### config.mk
export PLATFORM = sky130hd
export DESIGN_NAME = cmp_serial_arb
export DESIGN_NICKNAME = d
export VERILOG_FILES = /design/src/rtl/cmp_serial_arb.sv
export SDC_FILE = /design/constraint.sdc
export NUM_CORES = 1
export LEC_CHECK = 0
export ABC_AREA = 1
export CAP_MARGIN = 20
export CORE_AREA = 2 2 82 84
export DETAILED_ROUTE_END_ITERATION = 6
export DIE_AREA = 0 0 84 86
export PLACE_DENSITY = 0.56
export SYNTH_ARGS = -nofsm -noshare
export SYNTH_HDL_FRONTEND = slang
export SYNTH_SLANG_ARGS = --single-unit
export TNS_END_PERCENT = 5
### constraint.sdc
create_clock -name clk -period 2.35 [get_ports clk]
set_input_delay 0.47 -clock clk [delete_from_list [all_inputs] [get_ports clk]]
set_output_delay 0.47 -clock clk [all_outputs]
set_load 0.05 [all_outputs]
### src/rtl/cmp_serial_arb.sv
// Two-requester round-robin arbiter feeding a bit-serial unsigned comparator.
// One compare in flight; result held in DONE until consumer handshake.
module cmp_serial_arb #(
  parameter int WIDTH = 10
) (
  input  logic             clk,
  input  logic             rst,
  input  logic [1:0]       req_valid,
  output logic [1:0]       req_ready,
  input  logic [WIDTH-1:0] a0,
  input  logic [WIDTH-1:0] b0,
  input  logic [WIDTH-1:0] a1,
  input  logic [WIDTH-1:0] b1,
  output logic             res_valid,
  input  logic             res_ready,
  output logic             res_id,
  output logic             gt,
  output logic             eq,
  output logic             lt,
  output logic             busy
);

  localparam int CW = $clog2(WIDTH);

  typedef enum logic [1:0] {IDLE, RUN, DONE} state_t;

  state_t           state;
  logic             ptr;
  logic             id;
  logic [WIDTH-1:0] a_q;
  logic [WIDTH-1:0] b_q;
  logic [CW-1:0]    cnt;
  logic             g_q;
  logic             e_q;
  logic             l_q;

  logic [1:0]       grant;
  logic             ab;
  logic             bb;
  logic             same;
  logic             g_n;
  logic             e_n;
  logic             l_n;

  // Grant only in IDLE; the pointer breaks ties when both requesters are valid.
  always_comb begin
    grant = 2'b00;
    if (!rst && state == IDLE) begin
      case (req_valid)
        2'b01:   grant = 2'b01;
        2'b10:   grant = 2'b10;
        2'b11:   grant = ptr ? 2'b10 : 2'b01;
        default: grant = 2'b00;
      endcase
    end
  end

  assign req_ready = grant;
  assign busy      = (state != IDLE);

  // Next running flags for the current bit; higher bits override lower ones.
  always_comb begin
    ab   = a_q[cnt];
    bb   = b_q[cnt];
    same = ~(ab ^ bb);
    e_n  = e_q & same;
    g_n  = (ab & ~bb) | (g_q & same);
    l_n  = (~ab & bb) | (l_q & same);
  end

  // Main FSM: capture on accept, shift through bits, hold result until taken.
  always_ff @(posedge clk) begin
    if (rst) begin
      state     <= IDLE;
      ptr       <= 1'b0;
      id        <= 1'b0;
      a_q       <= '0;
      b_q       <= '0;
      cnt       <= '0;
      g_q       <= 1'b0;
      e_q       <= 1'b1;
      l_q       <= 1'b0;
      res_valid <= 1'b0;
      res_id    <= 1'b0;
      gt        <= 1'b0;
      eq        <= 1'b0;
      lt        <= 1'b0;
    end else begin
      case (state)
        IDLE: begin
          if (|grant) begin
            state <= RUN;
            id    <= grant[1];
            ptr   <= ~grant[1];
            a_q   <= grant[1] ? a1 : a0;
            b_q   <= grant[1] ? b1 : b0;
            cnt   <= '0;
            g_q   <= 1'b0;
            e_q   <= 1'b1;
            l_q   <= 1'b0;
          end
        end
        RUN: begin
          g_q <= g_n;
          e_q <= e_n;
          l_q <= l_n;
          if (cnt == CW'(WIDTH - 1)) begin
            state     <= DONE;
            res_valid <= 1'b1;
            res_id    <= id;
            gt        <= g_n;
            eq        <= e_n;
            lt        <= l_n;
          end else begin
            cnt <= cnt + 1'b1;
          end
        end
        DONE: begin
          if (res_ready) begin
            state     <= IDLE;
            res_valid <= 1'b0;
            res_id    <= 1'b0;
            gt        <= 1'b0;
            eq        <= 1'b0;
            lt        <= 1'b0;
          end
        end
        default: state <= IDLE;
      endcase
    end
  end

endmodule
; ---- Word level (Yosys, flattened, before mapping)
; Index checks and enable logic that the tools add are counted.
[word_totals]
regBits = 36
input_bits = 45
out_inout_bits = 8
elab_cells = 82
[classes]
addsub = 1
order_cmp = 1
n_eq_ne = 10
n_mux = 32
bitwise_logic = 12
reduce_logical = 12
[ops]
columns = op, count
row1 = $mux 10, 2
row2 = $pmux 1 s2, 8
row3 = $pmux 2 s3, 2
row4 = $mux 1, 10
row5 = $mux 2, 5
row6 = $reduce_and 3->1, 3
row7 = $bmux 1 s4, 2
row8 = $mux 4, 2
row9 = $pmux 4 s2, 1
row10 = $eq 2x2->1 const B, 3
row11 = $ne 2x2->1 const B, 3
row12 = $reduce_bool 2->1, 3
row13 = $and 1x1->1, 5
row14 = $lt 4x5->1 const B, 1
row15 = $add 4x1->4 const B, 1
row16 = $eq 2x1->1 const B, 2
row17 = $eq 4x4->1 const B, 1
row18 = $not 1->1, 4
row19 = $reduce_and 2->1, 2
row20 = $logic_not 2->1, 1
row21 = $ne 2x1->1 const B, 1
row22 = $or 1x1->1, 2
row23 = $reduce_or 2->1, 1
row24 = $logic_and 1x1->1, 1
row25 = 2 further kinds, 2

; ---- Depth between registers and ports, before layout
[depth]
depth_word = 8
ltp_mapped = 11
ltp_nobuf = 11

; ---- Worst setup path after synthesis
; Ideal clock, no wire load.
[synth_timing]
path_kind = reg2reg
start = register cnt[0]
end = register gt
setup_time_ns = 0.116
t_arrival_ns = 1.745
t_required_ns = 2.234
slack_ns = 0.488
path_stages_with_launch = 12
n_path_buf = 0
period_less_slack_ns = 1.862
cell_sequence = dfxtp_1 clkinv_1 nand2_1 nand3_1 nand3_1 nand3_1 nand2_1 inv_1 ha_1 a21o_1 a21oi_1 nor2_1
[synth_between]
elab_chain_len = 8
elab_cells_between_ends = 15
cone_classes = eq/ne: 2 / mux: 6 / bitwise: 6 / reduce/logical: 1
[synth_rtl]
columns = item, line
row1 = from (decl), 32  ; logic [CW-1:0] cnt;
row2 = from (signal assigned), 115  ; cnt <= cnt + 1'b1;
row3 = $bmux 1 s4 (on tied branches), "63, 64"
row4 = $mux 1 (on tied branches), "63, 64"
row5 = $xor 1x1->1, 65  ; same = ~(ab ^ bb);
row6 = $not 1->1, 65
row7 = $and 1x1->1, 67  ; g_n = (ab & ~bb) | (g_q & same);
row8 = $or 1x1->1, 67
row9 = $mux 1, 107  ; if (cnt == CW'(WIDTH - 1)) begin
row10 = $pmux 1 s2, 89  ; case (state)
row11 = to (signal assigned), 111  ; gt <= g_n;
row12 = to (decl), 17  ; output logic gt,
; Several ways; a longest one is shown, not always the timed one. The select of a mux whose other input is x is not followed.
; A chain may end at the register's enable or synchronous reset.

; ---- Worst setup path in the final report
[layout_timing]
start = input req_valid[0]
end = output req_ready[0]
[layout_between]
elab_chain_len = 3
elab_cells_between_ends = 5
cone_classes = eq/ne: 3 / mux: 2
[layout_rtl]
columns = item, line
row1 = from (decl), 8  ; input logic [1:0] req_valid,
row2 = $eq 2x2->1 / $eq 2x1->1 (equally long branches), 49  ; case (req_valid)
row3 = $pmux 2 s3 *, 49
row4 = $mux 2 *, 48  ; if (!rst && state == IDLE) begin
row5 = to (decl), 9  ; output logic [1:0] req_ready,
; Mark *: on every way between the ends. The rest lies on a longest branch, timed or not.

==> metrics.log <==
INFO  metric report.final.slew_viol_count = 0
INFO  metric finalCritPeriodShare = 0.932
INFO  metric timing.rr.end = gt
INFO  metric totalPowerFinal = 1500 uW
INFO  metric placedInstanceArea = 2630 um2
INFO  metric initial_utilization = 0.322
INFO  metric worstHoldPathType = reg2reg
INFO  metric die_area = 7220 um2
INFO  metric clock.fmax = around 0.46 GHz
INFO  metric firstDrtPassIters = 4
INFO  metric grt_setup_unrepaired = false
INFO  metric synthDistinctLibCells = 29
INFO  metric setup-tns-final = 0 ns
INFO  metric drtAntennaViolNets = 0
INFO  metric ys_seq_elements = 36
INFO  metric syn_area = 2020 um2
INFO  metric grt_first_pass_wirelength = 8550 um
INFO  metric leakagePower = about 0.0012 uW
INFO  metric postSynthAreaPerCell = 6.48 um2
INFO  metric timing.critical_path.fanout_max = 4
INFO  metric nFillCells = 695
INFO  metric worst_r2r_setup_slack = 0.35 ns
INFO  metric ctsResizeCount = 0
INFO  metric drt_first_iter_violations = between 80 and 90
INFO  metric status = finished, final reports clean
INFO  metric irDropWorstVdd = 0.245 mV
INFO  metric top_area_cells_in_the_synthesized_netlist = sky130_fd_sc_hd__dfxtp_1, sky130_fd_sc_hd__nand2_1, sky130_fd_sc_hd__nand3_1
INFO  metric cp.arrival = ~1.7 ns
INFO  metric drive_above_1_share = 0.0899
INFO  metric finalWeightedCongestion = 0.832
INFO  metric synthDominantAreaCellType = sky130_fd_sc_hd__dfxtp_1
INFO  metric rr_startpoint = cnt[0]
INFO  metric fin_worst_skew = 0.00541 ns
INFO  metric dr_total_vias = 2010
INFO  metric cts-root-to-sink-buffers = 2
INFO  metric postCtsSetupBuffers = 0
INFO  metric layout.cell_area.non_filler = 2720 um2
INFO  metric drt_via_density = 4.53
INFO  metric grt-ovfl-total = 0
INFO  metric cts_tree = yes
INFO  metric worstRegToRegCells = 11
INFO  metric die-width = around 84 um
INFO  metric cap_violations = 0
INFO  metric cts-buffers-inserted = 5
INFO  metric hp-start = res_id
INFO  metric cts_hold_repair.buffers = 0
INFO  metric worstSetupStartpointType = input port
INFO  metric floorplan.rows = 29
INFO  metric pin_count_of_the_biggest_net_entering_global_routing = 24
INFO  metric worst-slew-pin-transition = 0.549 ns
INFO  metric post_synth_inst_count = about 310
INFO  metric setup_viol = 0
INFO  metric die_height = 86 um
INFO  metric synth_top_area_share = 0.357
INFO  metric routedWlPerCell = 10.8 um
INFO  metric first_global_vias = 1906
INFO  metric path_class = in2out
INFO  metric num-nets-final = 415
INFO  metric synth-seq-area-share = 0.357
INFO  metric power_per_cell_area = between 500 and 600 nW/um2
INFO  metric post-dp-hpwl = 3660 um
INFO  metric timing_hold_violations_final = 0
INFO  metric yosys_warnings = 0
INFO  metric final.min_clock_period = 2.19 ns
INFO  metric timing.slew.headroom = 0.632
INFO  metric portBuffers = 52
INFO  metric cp_data_required_time = 1.88 ns
INFO  metric cts-htree-levels = 2
INFO  metric drc = 0
INFO  metric mappedNetlistNets = 361
INFO  metric area_delta_synth_final = 34.6%
INFO  metric clk_root_buffer_cell = sky130_fd_sc_hd__clkbuf_8
INFO  metric setup.worst_path.end_class = output pin
INFO  metric tritoncts_num_sinks = 36
INFO  metric core-area = approximately 6300 um2
INFO  metric holdPathStages = 2
INFO  metric antenna_found_initial = 0
INFO  metric routed_wl = 4810 um
INFO  metric worst_hold_path.endpoint = res_id
INFO  metric groute.usage.overall = 0.144
INFO  metric ios = 53
INFO  metric antenna-diode-count = 0
INFO  metric worst_setup_hold_path_clk_slew = 0.07 ns
INFO  metric clk-insertion-delay-late = between 0.2 and 0.3 ns
[area by class of cell]
| type | instances | area, um2 | area share |
|---|---|---|---|
| multi-input combinational | 227 | 1080 | 0.398 |
| sequential | 36 | 721 | 0.265 |
| timing repair buffer | 58 | 586 | 0.215 |
| tap | 77 | 96.3 | 0.0354 |
| clock buffer | 8 | 90.1 | 0.0331 |
| inverter | 38 | 145 | 0.0534 |
[Yosys cell counts]
library cell and count:
sky130_fd_sc_hd__nand2_1 96, sky130_fd_sc_hd__nor2_1 48, sky130_fd_sc_hd__nand3_1 37, sky130_fd_sc_hd__dfxtp_1 36
sky130_fd_sc_hd__inv_1 34, sky130_fd_sc_hd__a21oi_1 14, sky130_fd_sc_hd__o21ai_2 6, sky130_fd_sc_hd__buf_2 5
sky130_fd_sc_hd__ha_1 4, sky130_fd_sc_hd__nor2_4 4, sky130_fd_sc_hd__buf_6 3, sky130_fd_sc_hd__o21ai_0 3
sky130_fd_sc_hd__a21o_1 2, sky130_fd_sc_hd__clkbuf_1 2, sky130_fd_sc_hd__inv_2 2, sky130_fd_sc_hd__nand2_4 2
sky130_fd_sc_hd__nand4_1 2, sky130_fd_sc_hd__a21oi_4 1, sky130_fd_sc_hd__buf_4 1, sky130_fd_sc_hd__clkinv_1 1
sky130_fd_sc_hd__inv_4 1, sky130_fd_sc_hd__nand3_2 1, sky130_fd_sc_hd__nor2_2 1, sky130_fd_sc_hd__nor3_1 1
sky130_fd_sc_hd__o211ai_1 1, sky130_fd_sc_hd__o21a_1 1, sky130_fd_sc_hd__o21ai_1 1, sky130_fd_sc_hd__or2_2 1
sky130_fd_sc_hd__xnor2_1 1
[registers in the layout, indices dropped and copies added, names as in the netlist]
| register | cells |
|---|---|
| a_q | 10 |
| res_id | 1 |
| cnt | 4 |
| eq | 1 |
| b_q | 10 |
| state | 2 |
| lt | 1 |
| e_q | 1 |
| gt | 1 |
| l_q | 1 |
| id | 1 |
| g_q | 1 |
| res_valid | 1 |
| ptr | 1 |
[worst max-delay path by stage]
stage / start / to / depth (start not counted)
floorplan: cnt[0] / gt / 11
global placement: req_valid[0] / req_ready[0] / 6
detailed placement: req_valid[0] / req_ready[0] / 6
CTS: req_valid[0] / req_ready[0] / 6
global route: req_valid[0] / req_ready[0] / 6
finish: req_valid[0] / req_ready[0] / 6
[critical path: stages]
cell and delay [ns]:
sky130_fd_sc_hd__clkdlybuf4s50_1 0.48, sky130_fd_sc_hd__inv_1 0.10, sky130_fd_sc_hd__a21oi_1 0.19, sky130_fd_sc_hd__nand2_1 0.14, sky130_fd_sc_hd__inv_1 0.18, sky130_fd_sc_hd__buf_12 0.16
[power by group]
group	internal (uW)	total (uW)	switching (uW)	leakage, uW
sequential	655	677	22.4	0.000295
combinational	169	371	203	0.000874
clock	239	453	213	0.0000455
[through the flow]
stage | std cells | utilization | setup slack, ns | hold slack (ns)
2_1_floorplan | 312 | - | 0.488 | 0.429
3_3_place_gp | 436 | 0.419 | 0.196 | 0.450
3_5_place_dp | 436 | 0.419 | 0.186 | 0.452
4_1_cts | 444 | 0.433 | 0.167 | 0.465
5_1_grt | 444 | 0.433 | 0.0375 | 0.492
6_report | 444 | 0.433 | 0.161 | 0.460
[cells in the final DEF (no fill, tap or decap), drive strengths merged]
cell type and n:
dfxtp 36, or2 1, o21a 1, clkinv 1, ha 4, o211ai 1, a21oi 15, o21ai 10
nand4 2, a21o 2, nor3 1, xnor2 1, nand3 38, clkbuf 8, nand2 98, clkdlybuf4s50 50
nor2 53, inv 37, buf 8
[logic make-up after synthesis]
group / synth area share
AOI/OAI and AO/OA: 0.0935
adders and majority gates: 0.0248
xor gates and xnor gates: 0.00434
and+or+nand+nor: 0.412
DFF: 0.357
buffers and inverters: 0.108
[metal layers]
layer	global-route usage	part of all wire	wire length (um)	vias to the layer above
met4	0.0440	0.014	68	0
met5	0	0	0	-
met2	0.237	0.46	2200	48
li1	-	-	-	1076
met3	0.0308	0.042	202	5
met1	0.189	0.49	2340	881
No activity file was read; power rests on OpenSTA's default activity.
